`src/rtl/ecc_stream_encoder.sv`:
```
// Streaming Hamming ECC encoder.
// Folds WORDS input beats of DATA_WIDTH bits into a syndrome/parity accumulator
// and presents one {overall parity, syndrome} code per block on a held output.
// The next block can stream in while the previous code waits to be accepted.
module ecc_stream_encoder #(
  parameter int DATA_WIDTH = 16,
  parameter int WORDS      = 8,
  localparam int N         = WORDS * DATA_WIDTH,
  localparam int SYN_W     = $clog2(N + 1),
  localparam int CNT_W     = $clog2(WORDS)
) (
  input  logic                  clk,
  input  logic                  rst_n,
  input  logic                  enable,
  input  logic                  clr,
  input  logic                  in_valid,
  output logic                  in_ready,
  input  logic [DATA_WIDTH-1:0] in_data,
  output logic                  out_valid,
  input  logic                  out_ready,
  output logic [SYN_W:0]        out_code,
  output logic [CNT_W-1:0]      beat_cnt
);

  localparam logic [CNT_W-1:0] LAST_BEAT = CNT_W'(WORDS - 1);

  // Code contribution of one beat: syndrome is the XOR of (k+1) over every set
  // bit k of the block, parity is the XOR of the bits themselves.
  function automatic logic [SYN_W:0] beat_contrib(input logic [DATA_WIDTH-1:0] d,
                                                  input logic [CNT_W-1:0]      w);
    logic [SYN_W-1:0] syn;
    logic [SYN_W-1:0] base;
    logic             par;
    syn  = '0;
    par  = 1'b0;
    base = SYN_W'(w) * SYN_W'(DATA_WIDTH);
    for (int b = 0; b < DATA_WIDTH; b++) begin
      if (d[b]) begin
        syn = syn ^ (base + SYN_W'(b + 1));
        par = ~par;
      end
    end
    return {par, syn};
  endfunction

  logic [SYN_W:0]   acc_q, acc_d;
  logic [SYN_W:0]   out_code_q, out_code_d;
  logic             out_valid_q, out_valid_d;
  logic [CNT_W-1:0] beat_cnt_q, beat_cnt_d;
  logic [SYN_W:0]   contrib;
  logic             last_beat;
  logic             accept;

  assign last_beat = (beat_cnt_q == LAST_BEAT);
  // The final beat is held off while a code is still pending, so a new code
  // never overwrites an unaccepted one; rst_n gating keeps ready low in reset.
  assign in_ready  = rst_n && enable && !clr && !(out_valid_q && last_beat);
  assign accept    = in_valid && in_ready;
  assign contrib   = beat_contrib(in_data, beat_cnt_q);

  assign out_valid = out_valid_q;
  assign out_code  = out_code_q;
  assign beat_cnt  = beat_cnt_q;

  // Next-state: accumulate accepted beats, close the block on the last beat,
  // abort on clr, and drop out_valid when the pending code is taken.
  always_comb begin
    acc_d       = acc_q;
    beat_cnt_d  = beat_cnt_q;
    out_code_d  = out_code_q;
    out_valid_d = out_valid_q;
    if (clr) begin
      acc_d      = '0;
      beat_cnt_d = '0;
    end else if (accept) begin
      if (last_beat) begin
        acc_d      = '0;
        beat_cnt_d = '0;
      end else begin
        acc_d      = acc_q ^ contrib;
        beat_cnt_d = beat_cnt_q + CNT_W'(1);
      end
    end
    if (accept && last_beat) begin
      out_code_d  = acc_q ^ contrib;
      out_valid_d = 1'b1;
    end else if (out_valid_q && out_ready) begin
      out_valid_d = 1'b0;
    end
  end

  // State registers; reset discards any partial block and pending code.
  always_ff @(posedge clk or negedge rst_n) begin
    if (!rst_n) begin
      acc_q       <= '0;
      beat_cnt_q  <= '0;
      out_code_q  <= '0;
      out_valid_q <= 1'b0;
    end else begin
      acc_q       <= acc_d;
      beat_cnt_q  <= beat_cnt_d;
      out_code_q  <= out_code_d;
      out_valid_q <= out_valid_d;
    end
  end

endmodule
```
`config.mk`:
```
export PLATFORM = sky130hd
export DESIGN_NAME = ecc_stream_encoder
export DESIGN_NICKNAME = d
export VERILOG_FILES = /design/src/rtl/ecc_stream_encoder.sv
export SDC_FILE = /design/constraint.sdc
export NUM_CORES = 1
export LEC_CHECK = 0
export ABC_AREA = 1
export CORE_MARGIN = 1.5
export CORE_UTILIZATION = 45
export DETAILED_ROUTE_END_ITERATION = 8
export PLACE_DENSITY = 0.74
export SLEW_MARGIN = 10
export SYNTH_ARGS = -nofsm -noshare
export SYNTH_HDL_FRONTEND = slang
export SYNTH_SLANG_ARGS = --single-unit
```
`constraint.sdc`:
```
create_clock -name clk -period 4.2 [get_ports clk]
set_input_delay 1.26 -clock clk [delete_from_list [all_inputs] [get_ports clk]]
set_output_delay 1.26 -clock clk [all_outputs]
set_load 0.01 [all_outputs]
```
; ---- Yosys cells after proc, flatten, opt, wreduce, memory -nomap -nowiden
; Index checks and enable logic that the tools add are counted.
; Widths: inputs -> output; s select.
[word_totals]
elab_cells = 104
ff_bits = 22
out_inout_bits = 14
inputBits = 22
[op_classes]
reduce_logical = 11
n_eq_ne = 1
mux = 40
bitwise = 31
addsub = 17
[op_table]
columns = cell, n
row1 = $mux 8, 16
row2 = $xor 8x8->8, 15
row3 = $add 7x4->8 const B, 8
row4 = $add 7x3->8 const B, 4
row5 = $mux 9, 3
row6 = $mux 1, 18
row7 = $add 7x2->8 const B, 2
row8 = $not 1->1, 15
row9 = $mux 3, 3
row10 = $xor 9x9->9, 1
row11 = $add 7x1->8 const B, 1
row12 = $add 7x5->8 const B, 1
row13 = $logic_and 1x1->1, 7
row14 = $reduce_bool 2->1, 2
row15 = $add 3x1->3 const B, 1
row16 = $eq 3x3->1 const B, 1
row17 = $logic_not 1->1, 2

; ---- Logic depth before layout (Yosys ltp)
[logic_depth]
word_depth = 36
depth_mapped = 14

; ---- Worst setup path before layout
; Ideal clock, no wire load.
[synth_path]
path_type = input -> output
startpoint = input port rst_n
endpoint = output port in_ready
cell_stages = 2
arrival_time_ps = 1572
setup_slack_ps = 1368
required_ps = 2940
path_cell_list = nand2_1 > a211oi_2
[synth_via]
elab_chain_len = 3
[synth_lines]
columns = item, line
row1 = from (decl), 13  ; input logic rst_n,
row2 = $logic_and 1x1->1 (3 in series), 57  ; assign in_ready = rst_n && enable && !clr && !(out_valid_q && last_beat);
row3 = to (decl), 17  ; output logic in_ready,
; Every way passes these cells.

; ---- Worst setup path after layout
; Ends and elaborated chain as after synthesis.

==> impl_metrics.tcl <==
set metrics [dict create \
    outcome "finished clean" \
    num_io_pins 36 \
    fill_cells 318 \
    period_share 0.928 \
    cts_setup_buffers 0 \
    worst_pin_slew_ns 0.734 \
    synth.avg_cell_area_um2 7.27 \
    crit_family "buffers and inverters" \
    hold_end "out_code[2]" \
    critPathLaunch "rst_n" \
    hold_viol_final 0 \
    cts-buffers-inserted 3 \
    num_antenna_cells 0 \
    clk_pin_slew_ns 0.11 \
    cts_sinks 22 \
    synth_fp_nets 230 \
    die_area_um2 3680 \
    detailed_place_hpwl_mm 2.45 \
    worstPathRequired_ns 2.94 \
    drt_first_pass_iters 7 \
    fp.dieH_um 60.7 \
    yosysSeqAreaShare 0.368 \
    syn_area_um2 1500 \
    antenna_found_initial 0 \
    vias 1340 \
    clk_latency_ns 0.30 \
    vdd_drop_max_mv 0.0918 \
    cp-start-kind "primary input" \
    tritoncts "built" \
    ctsResizeCount 0 \
    timing.setup.tns_ns 0 \
    cts_hold_buf 0 \
    setup_viol_count_final 0 \
    ys_seq_elements 22 \
    slowest_stage "clkdlybuf4s50_1" \
    critPathMaxStageDelay_ns 0.59 \
    drtIter0Drc 60 \
    avgViaCountPerCell 4.67 \
    area_growth_pct 28.5 \
    rrSetupSlack_ns 2.02 \
    slew_headroom 0.509 \
    yosysWarningCount 0 \
    pwr-share-seq 0.480 \
    drv_cap 0 \
    syn-instance-count 206 \
    hp-class "reg -> reg" \
    p_per_area_nw_per_um2 242 \
    crit_type "in -> out" \
    fin_nets 269 \
    internal_power_mw 0.321 \
    port_buffers 35 \
    crit_chain "clkdlybuf4s50_1 -> nand2_1 -> a211oi_2 -> clkdlybuf4s50_1" \
    cts_buffer_depth 2 \
    crit_path_max_fanout 3 \
    worstHoldStart "out_code[2]" \
    grt_pass1_wl_mm 5.16 \
    cts-root-buf "clkbuf_4" \
    path_buf_inv 2 \
    fmax_mhz 257 \
    core_area_um2 3100 \
    grtUsageTotal 0.184 \
    fp-row-count 20 \
    period_needed_ns 3.90 \
    rsz0062_at_grt "no" \
    hold_slack_ns 0.490 \
    drive_above_1_share 0.0864 \
    htreeDepth 1 \
    holdPathStages 2 \
    grt_max_degree 23 \
    path_common_cell "clkdlybuf4s50_1" \
    power_leakage_nw 0.962 \
    overflow 0 \
    drc_errors 0 \
    power.switching_mw 0.145 \
    crit_arrival_ns 2.64 \
    regToRegEndpoint "acc_q[3]" \
    end_kind "primary output" \
    yosysUniqueCellTypes 24 \
    fin_util 0.620 \
    die_w_um 60.7 \
    place_congestion 0.759 \
    drt_wl_total_mm 2.97 \
    pwr-share-comb 0.325 \
    grt_pass1_vias 1256 \
    ff2ff_path_depth 8 \
    clkPwrFrac 0.195 \
    initial_core_util 0.483 \
    clock_skew_ns 0.00735 \
    sw_frac_of_total 0.312 \
    slew_viol_final 0 \
    ant_nets 0 \
    reg2reg_from "beat_cnt[0]" \
    wl_per_cell_um 10.3 \
]
## worst register-to-register path: cells and delay by family (launching register included)
family,cells,cell delay [ns]
buffers and inverters,2,0.20
adder cells (fa/ha/maj),2,0.43
AND/OR/NAND/NOR,2,0.71
flip-flops,1,0.48
AO/OA/AOI/OAI,2,0.28
## logic make-up after synthesis
kind of cell	Yosys count	share of synthesized area
adders and majority gates	2	0.0167
buffers and inverters	29	0.0735
xor gates and xnor gates	28	0.164
and+or+nand+nor	115	0.333
AOI/OAI and AO/OA	10	0.0451
DFF	22	0.368
## cell type report
cell class                 instances  area [um2]  share of cell area
sequential                        22         551               0.286
tap                               44        55.1              0.0286
inverter                          27         101              0.0527
multi-input combinational        155         837               0.435
timing repair buffer              36         358               0.186
clock buffer                       3        22.5              0.0117
## worst max-delay path by stage
stage	to	slack, ns	cells past startpoint
after floorplan	in_ready	1.37	2
after global placement	in_ready	0.34	4
after detailed placement	in_ready	0.30	4
after CTS	in_ready	0.30	4
after global routing	in_ready	0.26	4
final	in_ready	0.30	4
## cell usage after synthesis
master	instances	area [um2]
a211oi_2	1	12.5
a22o_1	1	8.76
a32o_1	1	10.0
buf_2	1	5.00
clkbuf_1	1	3.75
dfrtp_1	22	551
ha_1	2	25.0
inv_1	21	78.8
inv_2	6	22.5
nand2_1	84	315
nand2_2	5	31.3
nand2_4	1	11.3
nand3_1	13	65.1
nand3_2	2	20.0
nand3b_1	1	7.51
nand4_1	3	18.8
nor2_1	3	11.3
nor2_2	2	12.5
o21ai_0	4	20.0
o21ai_1	2	10.0
o22ai_1	1	6.26
or2_1	1	6.26
xnor2_1	12	105
xor2_1	16	140
## per-layer routing
metal	track usage	share of wire	up-vias	routed length [um]
li1	-	-	714	-
met2	0.335	0.47	32	1410
met4	0.0466	0.0044	0	13
met1	0.229	0.48	592	1430
met3	0.0235	0.041	2	123
met5	0	0	-	0
## sequential cells by signal (all words and copies together) (netlist names)
| signal | cells |
|---|---|
| out_valid | 1 |
| beat_cnt | 3 |
| acc_q | 9 |
| out_code | 9 |
## through the flow
stage | cells | instance area, um2 | total power, mW | setup WS, ns
after floorplan | 206 | 1500 | 0.326 | 1.37
after global placement | 284 | 1900 | 0.377 | 0.337
after detailed placement | 284 | 1900 | 0.381 | 0.300
after CTS | 287 | 1920 | 0.473 | 0.296
after global routing | 287 | 1920 | 0.497 | 0.259
final | 287 | 1920 | 0.466 | 0.304
## power by group through the flow
stage,clock network [mW],logic [mW],registers [mW]
floorplan,0,0.0977,0.228
global placement,0,0.150,0.227
detailed placement,0,0.153,0.228
CTS,0.0956,0.153,0.224
global route,0.101,0.171,0.225
finish,0.0911,0.152,0.224
## cells in the final DEF (no fill, tap or decap), drive strengths merged, types with 2 or more instances in the layout
| cell type | synthesis | final |
|---|---|---|
| dfrtp | 22 | 22 |
| xnor2 | 12 | 12 |
| clkbuf | 1 | 3 |
| nand4 | 3 | 3 |
| xor2 | 16 | 16 |
| nor2 | 5 | 5 |
| inv | 27 | 27 |
| nand2 | 90 | 90 |
| clkdlybuf4s50 | 0 | 35 |
| nand3 | 15 | 15 |
| ha | 2 | 2 |
| o21ai | 6 | 6 |
Note: power is estimated with default switching activity, not from simulation.
